File: src/rtl/fac_seq_pkg.sv
// Shared definitions for the factorial job sequencer: FSM state encoding and
// Factorial_Top register offsets.
package fac_seq_pkg;
   localparam logic [3:0] ST_IDLE     = 4'd0;
   localparam logic [3:0] ST_IEN      = 4'd1;
   localparam logic [3:0] ST_FETCH    = 4'd2;
   localparam logic [3:0] ST_FWAIT    = 4'd3;
   localparam logic [3:0] ST_PUSH     = 4'd4;
   localparam logic [3:0] ST_GAP      = 4'd5;
   localparam logic [3:0] ST_START    = 4'd6;
   localparam logic [3:0] ST_WAIT_IRQ = 4'd7;
   localparam logic [3:0] ST_SETTLE1  = 4'd8;
   localparam logic [3:0] ST_SETTLE2  = 4'd9;
   localparam logic [3:0] ST_RD_REQ   = 4'd10;
   localparam logic [3:0] ST_RD_CAP   = 4'd11;
   localparam logic [3:0] ST_STORE    = 4'd12;
   localparam logic [3:0] ST_CLEAR    = 4'd13;
   localparam logic [3:0] ST_FINISH   = 4'd14;

   localparam logic [7:0] OFF_OP_CLEAR = 8'h00;
   localparam logic [7:0] OFF_INT_EN   = 8'h01;
   localparam logic [7:0] OFF_OP_START = 8'h02;
   localparam logic [7:0] OFF_N_FIFO   = 8'h03;
   localparam logic [7:0] OFF_R_FIFO   = 8'h04;
   localparam logic [7:0] OFF_OP_DONE  = 8'h09;
endpackage

File: src/rtl/fac_seq_watchdog.sv
// Loadable down-counter; expire is high while enabled and the count is zero.
module fac_seq_watchdog #(
   parameter int W = 13
) (
   input  logic         clk,
   input  logic         reset,
   input  logic         load,
   input  logic [W-1:0] load_val,
   input  logic         en,
   output logic         expire
);
   logic [W-1:0] cnt;

   assign expire = en && (cnt == '0);

   always_ff @(posedge clk or posedge reset)
      if (reset)                    cnt <= '0;
      else if (load)                cnt <= load_val;
      else if (en && cnt != '0)     cnt <= cnt - 1'b1;
endmodule

File: src/rtl/fac_seq_ctrl.sv
// Bus-master sequencer running whole factorial jobs on Factorial_Top.
// Optional WAIT_IRQ watchdog enabled by defining FAC_SEQ_TIMEOUT_EN.
module fac_seq_ctrl
   import fac_seq_pkg::*;
#(
   parameter int MAX_N   = 8,
   parameter int TIMEOUT = 4096
) (
   input  logic        clk,
   input  logic        reset,
   input  logic        start,
   input  logic [7:0]  src_addr,
   input  logic [7:0]  dst_addr,
   input  logic [3:0]  count,
   output logic        busy,
   output logic        done,
   output logic        err,
   output logic        m_req,
   output logic        m_wr,
   output logic [7:0]  m_addr,
   output logic [31:0] m_wdata,
   input  logic        m_grant,
   input  logic [31:0] m_rdata,
   output logic        S_sel,
   output logic        S_wr,
   output logic [7:0]  S_address,
   output logic [31:0] S_din,
   input  logic [31:0] S_dout,
   input  logic        interrupt
);
   localparam logic [3:0] MAX_CNT = 4'(MAX_N);

   logic [3:0]  state;
   logic [7:0]  src, dst;
   logic [3:0]  cnt, i;
   logic [4:0]  k;
   logic [31:0] word;
   logic        tmo;
   logic        wd_expire;

`ifdef FAC_SEQ_TIMEOUT_EN
   localparam int WD_W = $clog2(TIMEOUT + 1);
   fac_seq_watchdog #(.W(WD_W)) u_wd (
      .clk      (clk),
      .reset    (reset),
      .load     (state == ST_START),
      .load_val (WD_W'(TIMEOUT - 1)),
      .en       (state == ST_WAIT_IRQ),
      .expire   (wd_expire)
   );
`else
   logic unused_cfg;
   assign wd_expire  = 1'b0;
   assign unused_cfg = ^TIMEOUT;
`endif

   always_ff @(posedge clk or posedge reset) begin
      if (reset) begin
         state <= ST_IDLE;
         src   <= '0;
         dst   <= '0;
         cnt   <= '0;
         i     <= '0;
         k     <= '0;
         word  <= '0;
         tmo   <= 1'b0;
         busy  <= 1'b0;
         done  <= 1'b0;
         err   <= 1'b0;
      end else begin
         done <= 1'b0;
         err  <= 1'b0;
         case (state)
            ST_IDLE:
               if (start) begin
                  if (count == 4'd0 || count > MAX_CNT) err <= 1'b1;
                  else begin
                     src   <= src_addr;
                     dst   <= dst_addr;
                     cnt   <= count;
                     i     <= '0;
                     k     <= '0;
                     tmo   <= 1'b0;
                     busy  <= 1'b1;
                     state <= ST_IEN;
                  end
               end
            ST_IEN:   state <= ST_FETCH;
            ST_FETCH: if (m_grant) state <= ST_FWAIT;
            ST_FWAIT: begin
               word  <= m_rdata;
               state <= ST_PUSH;
            end
            ST_PUSH: begin
               i     <= i + 4'd1;
               state <= ((i + 4'd1) < cnt) ? ST_FETCH : ST_GAP;
            end
            ST_GAP:   state <= ST_START;
            ST_START: state <= ST_WAIT_IRQ;
            ST_WAIT_IRQ:
               if (interrupt) state <= ST_SETTLE1;
               else if (wd_expire) begin
                  err   <= 1'b1;
                  tmo   <= 1'b1;
                  state <= ST_CLEAR;
               end
            ST_SETTLE1: state <= ST_SETTLE2;
            ST_SETTLE2: state <= ST_RD_REQ;
            ST_RD_REQ:  state <= ST_RD_CAP;
            ST_RD_CAP: begin
               word  <= S_dout;
               state <= ST_STORE;
            end
            ST_STORE:
               if (m_grant) begin
                  k     <= k + 5'd1;
                  state <= ((k + 5'd1) < {cnt, 1'b0}) ? ST_RD_REQ : ST_CLEAR;
               end
            // done and busy change together so FINISH shows done=1, busy=0
            ST_CLEAR: begin
               done  <= ~tmo;
               busy  <= 1'b0;
               state <= ST_FINISH;
            end
            ST_FINISH: state <= ST_IDLE;
            default:   state <= ST_IDLE;
         endcase
      end
   end

   // Bus outputs decode from state only, so reset forces them low at once.
   always_comb begin
      m_req     = 1'b0;
      m_wr      = 1'b0;
      m_addr    = '0;
      m_wdata   = '0;
      S_sel     = 1'b0;
      S_wr      = 1'b0;
      S_address = '0;
      S_din     = '0;
      case (state)
         ST_IEN: begin
            S_sel = 1'b1; S_wr = 1'b1; S_address = OFF_INT_EN; S_din = 32'd1;
         end
         ST_FETCH: begin
            m_req = 1'b1; m_addr = src + {4'b0, i};
         end
         ST_PUSH: begin
            S_sel = 1'b1; S_wr = 1'b1; S_address = OFF_N_FIFO; S_din = word;
         end
         ST_START: begin
            S_sel = 1'b1; S_wr = 1'b1; S_address = OFF_OP_START; S_din = 32'd1;
         end
         ST_RD_REQ: begin
            S_sel = 1'b1; S_address = OFF_R_FIFO;
         end
         ST_STORE: begin
            m_req = 1'b1; m_wr = 1'b1; m_addr = dst + {3'b0, k}; m_wdata = word;
         end
         ST_CLEAR: begin
            S_sel = 1'b1; S_wr = 1'b1; S_address = OFF_OP_CLEAR; S_din = 32'd1;
         end
         default: ;
      endcase
   end
endmodule

File: config.mk
export PLATFORM = sky130hd
export DESIGN_NAME = fac_seq_ctrl
export DESIGN_NICKNAME = d
export VERILOG_FILES = /design/src/rtl/fac_seq_pkg.sv /design/src/rtl/fac_seq_watchdog.sv /design/src/rtl/fac_seq_ctrl.sv
export SDC_FILE = /design/constraint.sdc
export NUM_CORES = 1
export LEC_CHECK = 0
export BUFFER_PORTS_ARGS = -buffer_cell sky130_fd_sc_hd__buf_2
export CAP_MARGIN = 20
export CORE_MARGIN = 5
export CORE_UTILIZATION = 35
export DETAILED_ROUTE_END_ITERATION = 10
export GPL_ROUTABILITY_DRIVEN = 0
export MAX_ROUTING_LAYER = met4
export SETUP_SLACK_MARGIN = 0.5
export SYNTH_ARGS = -nofsm -noshare
export SYNTH_HDL_FRONTEND = slang
export SYNTH_SLANG_ARGS = --single-unit
File: constraint.sdc
create_clock -name clk -period 1.9 [get_ports clk]
set_input_delay 0.285 -clock clk [delete_from_list [all_inputs] [get_ports clk]]
set_output_delay 0.285 -clock clk [all_outputs]
set_load 0.02 [all_outputs]
==> flow_metrics.tcl, run 1 <==
set metrics [dict create \
    die_area_mm2 0.0146 \
    drv_slew 0 \
    cp_slowest_cell "dfrtp_1" \
    antenna_cells 0 \
    synthDistinctLibCells 49 \
    path_clk_slew_ns 0.06 \
    setup_viol 90 \
    arrival_ns 2.06 \
    viasPerCell 5.27 \
    h-tree-depth 3 \
    areaGrowthSynthToFinish_pct 98.5 \
    max_cap_viol_count 0 \
    clk_path_buf_depth 2 \
    fin_nets 837 \
    fin_skew_ns 0.00674 \
    holdCritPathClass "in -> async" \
    dp_hpwl_um 9770 \
    netlist_area_mm2 0.00428 \
    final_util_pct 70.8 \
    clock_sinks 68 \
    grtUsageTotal_pct 22.9 \
    cp_top_family "adder cells" \
    endpoint_kind "output pin" \
    required_ns 1.62 \
    synth-warning-count 0 \
    wl_um 17800 \
    pin_count 176 \
    synthArstFlopShare_pct 100 \
    status "finished with violations" \
    critPathMaxStageDelay_ns 0.36 \
    cp.depth 9 \
    hold_viol_final 0 \
    clk_latency_ns 0.33 \
    ys_seq_area_share_pct 39.7 \
    place.port_buffers 170 \
    grt_pass1_wl_um 25500 \
    grt_max_degree 37 \
    critPathKind "reg -> out" \
    dp_slack_ns -0.264 \
    violations "negative setup slack" \
    numCtsBuffers 9 \
    die_h_um 121 \
    synth_area_leaders "dfrtp_1 40%, mux2i_1 7.5%, mux2_2 5.3%, o21ai_0 5.3%, and3_1 5.0%" \
    layout_setup_ws_ns -0.448 \
    ant_nets 0 \
    remaining_drc_errors 0 \
    crit_buf_inv 2 \
    overflow 0 \
    totalPowerFinal_mw 12.5 \
    start_util_pct 35.7 \
    antenna_found_initial 0 \
    syn_area_per_cell_um2 9.37 \
    rsz0062_at_grt "yes" \
    die_w_um 121 \
    layout-drive-gt1-share_pct 68.8 \
    p_leak_nw 4.02 \
    route.vias.total 4628 \
    hold_buffers 0 \
    synth_top_cell_area_share_pct 39.7 \
    synthCells 457 \
    crit_fanout 2 \
    r2r_cells 9 \
    grt_pass1_vias 4794 \
    rows 40 \
    yosys_register_bits 68 \
    synth_top_area_cell "dfrtp_1" \
    powerDensity_mw_per_mm2 1470 \
    synth_edf_count 0 \
    core-area_mm2 0.0120 \
    max_clock_freq_mhz 426 \
    wl_per_cell_um 20.2 \
    dr.pass1.iters 6 \
    drt_iter0_drc 314 \
    cp_cell_sequence "ha_2 > inv_2 > fa_2 > nor2b_4 > o21ai_2 > a21oi_2 > xnor2_1 > o22ai_2 > buf_6" \
    ys.flop_type "dfrtp_1" \
    min_period_over_period_pct 124 \
    peakVddDrop_uv 782 \
    period_needed_ns 2.35 \
    worstSetupStartpointType "flop" \
    cts-root-buf "clkbuf_16" \
    stdcell_area_mm2 0.00850 \
    tritoncts "built" \
    dpl_cell_area_mm2 0.00590 \
]
[placed cells by master, fill, tap and decap left out, types with 9 or more instances in the layout]
cell type and instances:
nand2_1 34, nand2_2 10, buf_6 119, o21ai_1 26, xnor2_1 9, mux2_4 17
and3_4 33, buf_16 10, dfrtp_1 63, clkbuf_16 13, o21ai_2 15, and2_4 32
mux2i_1 19, buf_12 9, buf_4 44, buf_2 91
[synthesized netlist by cell type (8+ instances only)]
master,count
inv_1,11
xnor2_1,12
nand2_1,54
nand3_1,14
and3_1,34
o21ai_0,45
clkbuf_1,15
buf_2,10
ha_1,17
nor2_1,10
and2_1,33
mux2i_1,32
dfrtp_1,68
a21oi_1,14
mux2_2,20
o22ai_1,8
[worst min-delay path: stages]
cell        delay (ns)
buf_2             0.11
clkinvlp_4        0.06
buf_4             0.37
[cells by family (layout without fill, tap and decap cells)]
logic type / Yosys count / count (layout) / share of synthesized area (%)
fa+ha+maj: 19 / 19 / 5.90
xor+xnor: 19 / 19 / 3.88
buf+inv: 47 / 317 / 5.05
mux: 52 / 52 / 12.7
other cells: 1 / 5 / 0.0875
flops: 68 / 68 / 39.7
compound gates: 89 / 89 / 12.3
simple gates: 162 / 162 / 20.3
[cell type report]
type | instances | area [µm²]
clock buffer | 11 | 253
timing repair inverter | 6 | 101
multi-input combinational | 346 | 3370
timing repair buffer | 285 | 2800
fill | 831 | 3510
sequential | 68 | 1710
tap | 147 | 184
inverter | 13 | 77.6
clock inverter | 2 | 12.5
[report_power, final]
part           leakage (nW)  internal, mW  switching, mW
combinational          3.06          4.47           3.66
sequential            0.835          2.13          0.705
clock                 0.129         0.930          0.595
[sequential cells by signal, summed over array words and instances, names as in the netlist]
signal / flops
done: 1
busy: 1
state: 4
k: 5
src: 8
cnt: 4
err: 1
word: 32
dst: 8
i: 4
[final timing paths]
path,start,end,slack [ns]
setup reg to reg,k[1]$_DFFE_PP0P_,state[2]$_DFFE_PP0P_,-0.31
hold / removal,reset,word[1]$_DFFE_PP0P_,0.08
max in group asynchronous,reset,state[3]$_DFFE_PP0P_,1.44
min in group clk,dst_addr[5],dst[5]$_DFFE_PP0P_,0.19
setup / recovery,src[0]$_DFFE_PP0P_,m_addr[6],-0.45
hold reg to reg,cnt[3]$_DFFE_PP0P_,cnt[3]$_DFFE_PP0P_,0.51
[routing by layer]
layer,vias up,track usage [%],wire length (µm)
met4,0,6.66,556
met5,-,-,0
met2,188,42.8,9520
met3,36,4.96,1130
met1,2256,24.2,6540
li1,2148,-,-
[stage by stage]
step | TNS, ns | hold slack (ns) | instances
6_report | -8.85 | 0.0763 | 878
5_1_grt | -14.52 | 0.107 | 878
4_1_cts | -6.08 | 0.0833 | 861
3_5_place_dp | -1.05 | 0.434 | 787
3_3_place_gp | -0.686 | 0.423 | 787
2_1_floorplan | -0.144 | 0.393 | 461
[repair_timing]
| action | in CTS | in global routing |
|---|---|---|
| gates resized for setup | 339 | 77 |
| endpoints found under the hold margin | 0 | 0 |
| pin swaps | 42 | 31 |
| setup buffers | 46 | 11 |
| cloned | 15 | 6 |
| setup endpoints to repair | 144 | 145 |
(Power assumes the default switching activity.)
==> run 2, diff against run 1 <==
--- a/config.mk
+++ b/config.mk
@@ -9,6 +9,7 @@
 export CAP_MARGIN = 20
 export CORE_MARGIN = 5
 export CORE_UTILIZATION = 35
+export CTS_BUF_LIST = sky130_fd_sc_hd__clkbuf_8
 export DETAILED_ROUTE_END_ITERATION = 10
 export GPL_ROUTABILITY_DRIVEN = 0
 export MAX_ROUTING_LAYER = met4
==> run 2 against run 1 <==
The flow still finishes with violations (negative setup slack). Via count down 0.91%. First-iteration DRC count fell by 32%. Wire length decreased by 3.6%. Combinational power is 2.5% higher. Critical endpoint unchanged.
==> flow_metrics.tcl, run 2 (synthesized netlist as in run 1, its figures left out) <==
set metrics [dict create \
    status "finished with violations" \
    violations "negative setup slack" \
    period_needed_ns 2.37 \
    wl_um 17100 \
    rsz0062_at_grt "yes" \
    drv_slew 0 \
    max_cap_viol_count 0 \
    overflow 0 \
    p_sw_mw 5.06 \
    die_h_um 121 \
    dp.cells 787 \
    path_clk_slew_ns 0.07 \
    grt_pass1_wl_um 25600 \
    h-tree-depth 3 \
    max_clock_freq_mhz 422 \
    rows 40 \
    hold_viol_final 0 \
    fin_nets 837 \
    antenna_found_initial 0 \
    viasPerCell 5.22 \
    required_ns 1.62 \
    final_cell_mix "115 x buf_6, 91 x buf_2, 62 x dfrtp_1, 43 x buf_4, 34 x and3_4" \
    fin_cells 878 \
    holdWs_ns 0.0568 \
    wl_per_cell_um 19.5 \
    arrival_ns 2.09 \
    tritoncts "built" \
    critPathKind "reg -> out" \
    grt_pass1_vias 4787 \
    numCtsBuffers 9 \
    holdCritPathClass "in -> async" \
    stdcell_area_mm2 0.00850 \
    clk_latency_ns 0.34 \
    p_leak_nw 4.03 \
    reg_top3 "word (32), dst (8), src (8)" \
    dp_hpwl_um 9770 \
    setup_viol 29 \
    largest_reg_flops 32 \
    clk_path_buf_depth 2 \
    route.vias.total 4586 \
    p_int_mw 7.24 \
    endpoint_kind "output pin" \
    layout-drive-gt1-share_pct 71.4 \
    p_seq_share_pct 23.8 \
    place.port_buffers 170 \
    die_area_mm2 0.0146 \
    top_register "word" \
    clock_power_share_pct 8.6 \
    start_util_pct 35.7 \
    worstSetupStartpointType "flop" \
    areaGrowthSynthToFinish_pct 98.4 \
    ant_nets 0 \
    fillers 810 \
    dr.pass1.iters 5 \
    layout_setup_ws_ns -0.471 \
    antenna_cells 0 \
    fin_skew_ns 0.0128 \
    die_w_um 121 \
    pin_count 176 \
    grtUsageTotal_pct 23.2 \
    powerDensity_mw_per_mm2 1450 \
    min_period_over_period_pct 125 \
    drt_iter0_drc 213 \
    clock_sinks 68 \
    peakVddDrop_uv 807 \
    cts-root-buf "clkbuf_8" \
    dpl_cell_area_mm2 0.00590 \
    swShare_pct 41.2 \
    final_common_cell "buf_6" \
    grt_max_degree 37 \
    remaining_drc_errors 0 \
    crit_fanout 2 \
    core-area_mm2 0.0120 \
    pwr-share-comb_pct 67.7 \
]
==> run 2: power by group through the flow <==
stage	clock network [mW]	logic (mW)	registers, mW
after floorplan	0	3.39	2.55
after global placement	0	4.54	2.71
after detailed placement	0	4.67	2.74
after CTS	1.08	7.46	2.78
after global routing	1.16	8.83	3.01
final	1.05	8.33	2.92
==> run 2: final timing paths <==
path	to	from	depth (start not counted)	slack [ns]
worst max register to register	state[2]$_DFFE_PP0P_	i[1]$_DFFE_PP0P_	9	-0.30
max in group asynchronous	state[3]$_DFFE_PP0P_	reset	3	1.45
worst min-delay path	word[1]$_DFFE_PP0P_	reset	3	0.06
worst min register to register	cnt[2]$_DFFE_PP0P_	cnt[2]$_DFFE_PP0P_	1	0.51
min in group clk	src[4]$_DFFE_PP0P_	src_addr[4]	2	0.17
worst max-delay path	m_addr[6]	i[0]$_DFFE_PP0P_	9	-0.47
==> run 2: final cells by class <==
type	count	area (µm²)	area share, %
Timing Repair inverter	7	106	1.25
Sequential cell	68	1710	20.1
Clock inverter	2	12.5	0.147
Inverter	13	72.6	0.854
Tap cell	147	184	2.16
Multi-Input combinational cell	346	3410	40.2
Timing Repair Buffer	284	2850	33.5
Clock buffer	11	151	1.78
==> run 2: worst max-delay path, cell delays in order, from the launching register on <==
cell and delay (ns):
dfrtp_1 0.37, ha_2 0.19, inv_2 0.05, fa_2 0.37, nor2b_4 0.15, o21ai_2 0.08, a21oi_2 0.14, xnor2_1 0.10
o22ai_2 0.17, buf_6 0.14
==> run 2: timing repair <==
action                                  CTS  global route
pin swaps                                54            36
endpoints found under the setup margin  144           146
setup buffers                            46            12
hold buffers                              0             0
cloned                                   20             0
resized for setup                       359            70
==> run 2: per-layer routing <==
metal	part of all wire [%]	vias up	global-route usage, %
met5	0	-	-
met4	3.0	0	9.28
met3	5.2	38	4.49
met2	54	153	42.7
met1	38	2258	24.3
li1	-	2137	-
==> run 2: stage by stage <==
stage	setup WS, ns	power [mW]	util (%)	setup TNS [ns]
floorplan	-0.0730	5.94	-	-0.144
global placement	-0.158	7.25	49.1	-0.686
detailed placement	-0.264	7.41	49.1	-1.05
CTS	-0.456	11.3	67.1	-3.21
global route	-0.571	13.0	70.8	-8.42
finish	-0.471	12.3	70.8	-3.52
==> run 3, diff against run 2 <==
--- a/config.mk
+++ b/config.mk
@@ -7,12 +7,15 @@
 export LEC_CHECK = 0
 export BUFFER_PORTS_ARGS = -buffer_cell sky130_fd_sc_hd__buf_2
 export CAP_MARGIN = 20
+export CELL_PAD_IN_SITES_DETAIL_PLACEMENT = 1
+export CELL_PAD_IN_SITES_GLOBAL_PLACEMENT = 2
 export CORE_MARGIN = 5
-export CORE_UTILIZATION = 35
+export CORE_UTILIZATION = 26
 export CTS_BUF_LIST = sky130_fd_sc_hd__clkbuf_8
 export DETAILED_ROUTE_END_ITERATION = 10
 export GPL_ROUTABILITY_DRIVEN = 0
 export MAX_ROUTING_LAYER = met4
+export PLACE_DENSITY_LB_ADDON = 0.1
 export SETUP_SLACK_MARGIN = 0.5
 export SYNTH_ARGS = -nofsm -noshare
 export SYNTH_HDL_FRONTEND = slang
==> run 3 against run 2 <==
Highest routed layer unchanged. Power rose by 4.5%. Hold slack got worse by 0.031 ns. Largest cell class unchanged. Critical path type unchanged. Sequential power down 2%. Clock skew shrank 0.0014 ns. The flow still finishes with violations (negative setup slack). Register-to-register slack better by 0.06 ns. Wire length rose by 15%.
==> flow_metrics.tcl, run 3 (synthesized netlist as in run 1, its figures left out) <==
set metrics [dict create \
    top_register "word" \
    final_cell_mix "110 x buf_6, 91 x buf_2, 60 x dfrtp_1, 49 x buf_4, 34 x and3_4" \
    wl_um 19700 \
    grt_pass1_vias 5112 \
    areaGrowthSynthToFinish_pct 110 \
    cp_top_family "flip-flops" \
    pin_count 176 \
    fillers 1744 \
    core-area_mm2 0.0163 \
    die_area_mm2 0.0191 \
    cts-root-buf "clkbuf_8" \
    holdCritPathClass "in -> async" \
    rows 47 \
    viasPerCell 4.76 \
    drv_slew 0 \
    die_w_um 138 \
    peakVddDrop_uv 599 \
    rsz0062_at_grt "yes" \
    hold_buffers 0 \
    place.port_buffers 170 \
    totalPowerFinal_mw 12.9 \
    grt_pass1_wl_um 29500 \
    crit_buf_inv 2 \
    p_leak_nw 4.15 \
    reg_top3 "word (32), dst (8), src (8)" \
    final_common_cell "buf_6" \
    largest_reg_flops 32 \
    max_cap_viol_count 0 \
    arrival_ns 2.09 \
    powerDensity_mw_per_mm2 1430 \
    layout-drive-gt1-share_pct 72.5 \
    dr.pass1.iters 6 \
    required_ns 1.62 \
    pwr-share-comb_pct 69.5 \
    drt_iter0_drc 108 \
    clock_power_share_pct 8.4 \
    grt_max_degree 69 \
    antenna_found_initial 0 \
    path_clk_slew_ns 0.07 \
    layout_setup_ws_ns -0.474 \
    wl_per_cell_um 20.4 \
    r2r_slack_ns -0.24 \
    clk_path_buf_depth 2 \
    start_util_pct 26.2 \
    grtUsageTotal_pct 20.0 \
    worstSetupStartpointType "flop" \
    clock_sinks 68 \
    cp_cell_sequence "buf_6 > fa_2 > a21o_1 > nand2_1 > a21oi_1 > xnor2_1 > o22ai_2 > buf_6" \
    remaining_drc_errors 0 \
    antenna_cells 0 \
    violations "negative setup slack" \
    crit_top_cell "buf_6" \
    crit_fanout 2 \
    tritoncts "built" \
    ant_nets 0 \
    cp_slowest_cell "dfrtp_1" \
    max_clock_freq_mhz 421 \
    h-tree-depth 3 \
    numCtsBuffers 9 \
    p_int_mw 7.67 \
    swShare_pct 40.3 \
    dp_slack_ns -0.200 \
    die_h_um 138 \
    status "finished with violations" \
    hold_viol_final 0 \
    route.vias.total 4592 \
    fin_nets 850 \
    dp_hpwl_um 11100 \
    min_period_over_period_pct 125 \
    fin_skew_ns 0.0114 \
    endpoint_kind "output pin" \
    period_needed_ns 2.37 \
    setup_viol 84 \
    critPathKind "reg -> out" \
    overflow 0 \
    critPathMaxStageDelay_ns 0.43 \
    p_sw_mw 5.19 \
    clk_latency_ns 0.36 \
    p_seq_share_pct 22.1 \
]
[run 3: changes by cell type in the layout (fill, tap and decap cells not counted), sizes merged]
cell,delta
buf,+13
clkbuf,+6
inv,+2
clkinvlp,-1
clkinv,-6
[run 3: final cells by class]
type	count	area, µm²	area share (%)
inverter	13	70.1	0.781
multi-input combinational	346	3500	39.0
clock buffer	10	138	1.53
tap	220	275	3.07
sequential	68	1710	19.1
clock inverter	4	18.8	0.209
timing repair buffer	304	3270	36.4
[run 3: stage by stage]
| stage | hold slack (ns) | instances | utilization [%] | setup TNS (ns) | instance area (µm²) |
|---|---|---|---|---|---|
| finish | 0.0262 | 965 | 54.9 | -7.69 | 8980 |
| global route | 0.0641 | 965 | 54.9 | -13.76 | 8980 |
| CTS | 0.0253 | 944 | 50.7 | -8.83 | 8290 |
| detailed placement | 0.432 | 859 | 36.7 | -0.984 | 6000 |
| global placement | 0.432 | 859 | 36.7 | -0.789 | 6000 |
| floorplan | 0.393 | 461 | - | -0.144 | 4810 |
[run 3: power groups by stage]
stage | registers (mW) | logic (mW) | clock network, mW
global route | 2.94 | 9.52 | 1.16
detailed placement | 2.76 | 4.62 | 0
CTS | 2.74 | 7.77 | 1.12
floorplan | 2.55 | 3.39 | 0
finish | 2.85 | 8.94 | 1.08
global placement | 2.72 | 4.54 | 0
[run 3: what timing repair did]
item,4_1_cts,5_1_grt
setup buffers,54,14
gates resized for setup,341,109
endpoints found under the hold margin,0,0
cloned,17,7
pin swaps,75,64
endpoints found under the setup margin,144,146
[run 3: final timing paths]
kind,depth (start not counted),endpoint,startpoint
worst min register to register,1,cnt[2]$_DFFE_PP0P_,cnt[2]$_DFFE_PP0P_
worst max register to register,8,state[2]$_DFFE_PP0P_,i[1]$_DFFE_PP0P_
max in group asynchronous,3,state[1]$_DFFE_PP0P_,reset
worst min-delay path,3,word[22]$_DFFE_PP0P_,reset
min in group clk,2,src[1]$_DFFE_PP0P_,src_addr[1]
worst max-delay path,8,m_addr[6],dst[1]$_DFFE_PP0P_
[run 3: metal layers]
metal	GRT usage [%]	vias up	routed length, µm
met1	24.7	2286	8650
met3	3.31	23	731
li1	-	2177	-
met4	5.93	0	357
met2	33.9	106	9950
met5	-	-	0
[run 3: worst min-delay path, stage by stage]
cell,delay [ns]
buf_2,0.11
clkinvlp_4,0.07
buf_12,0.34
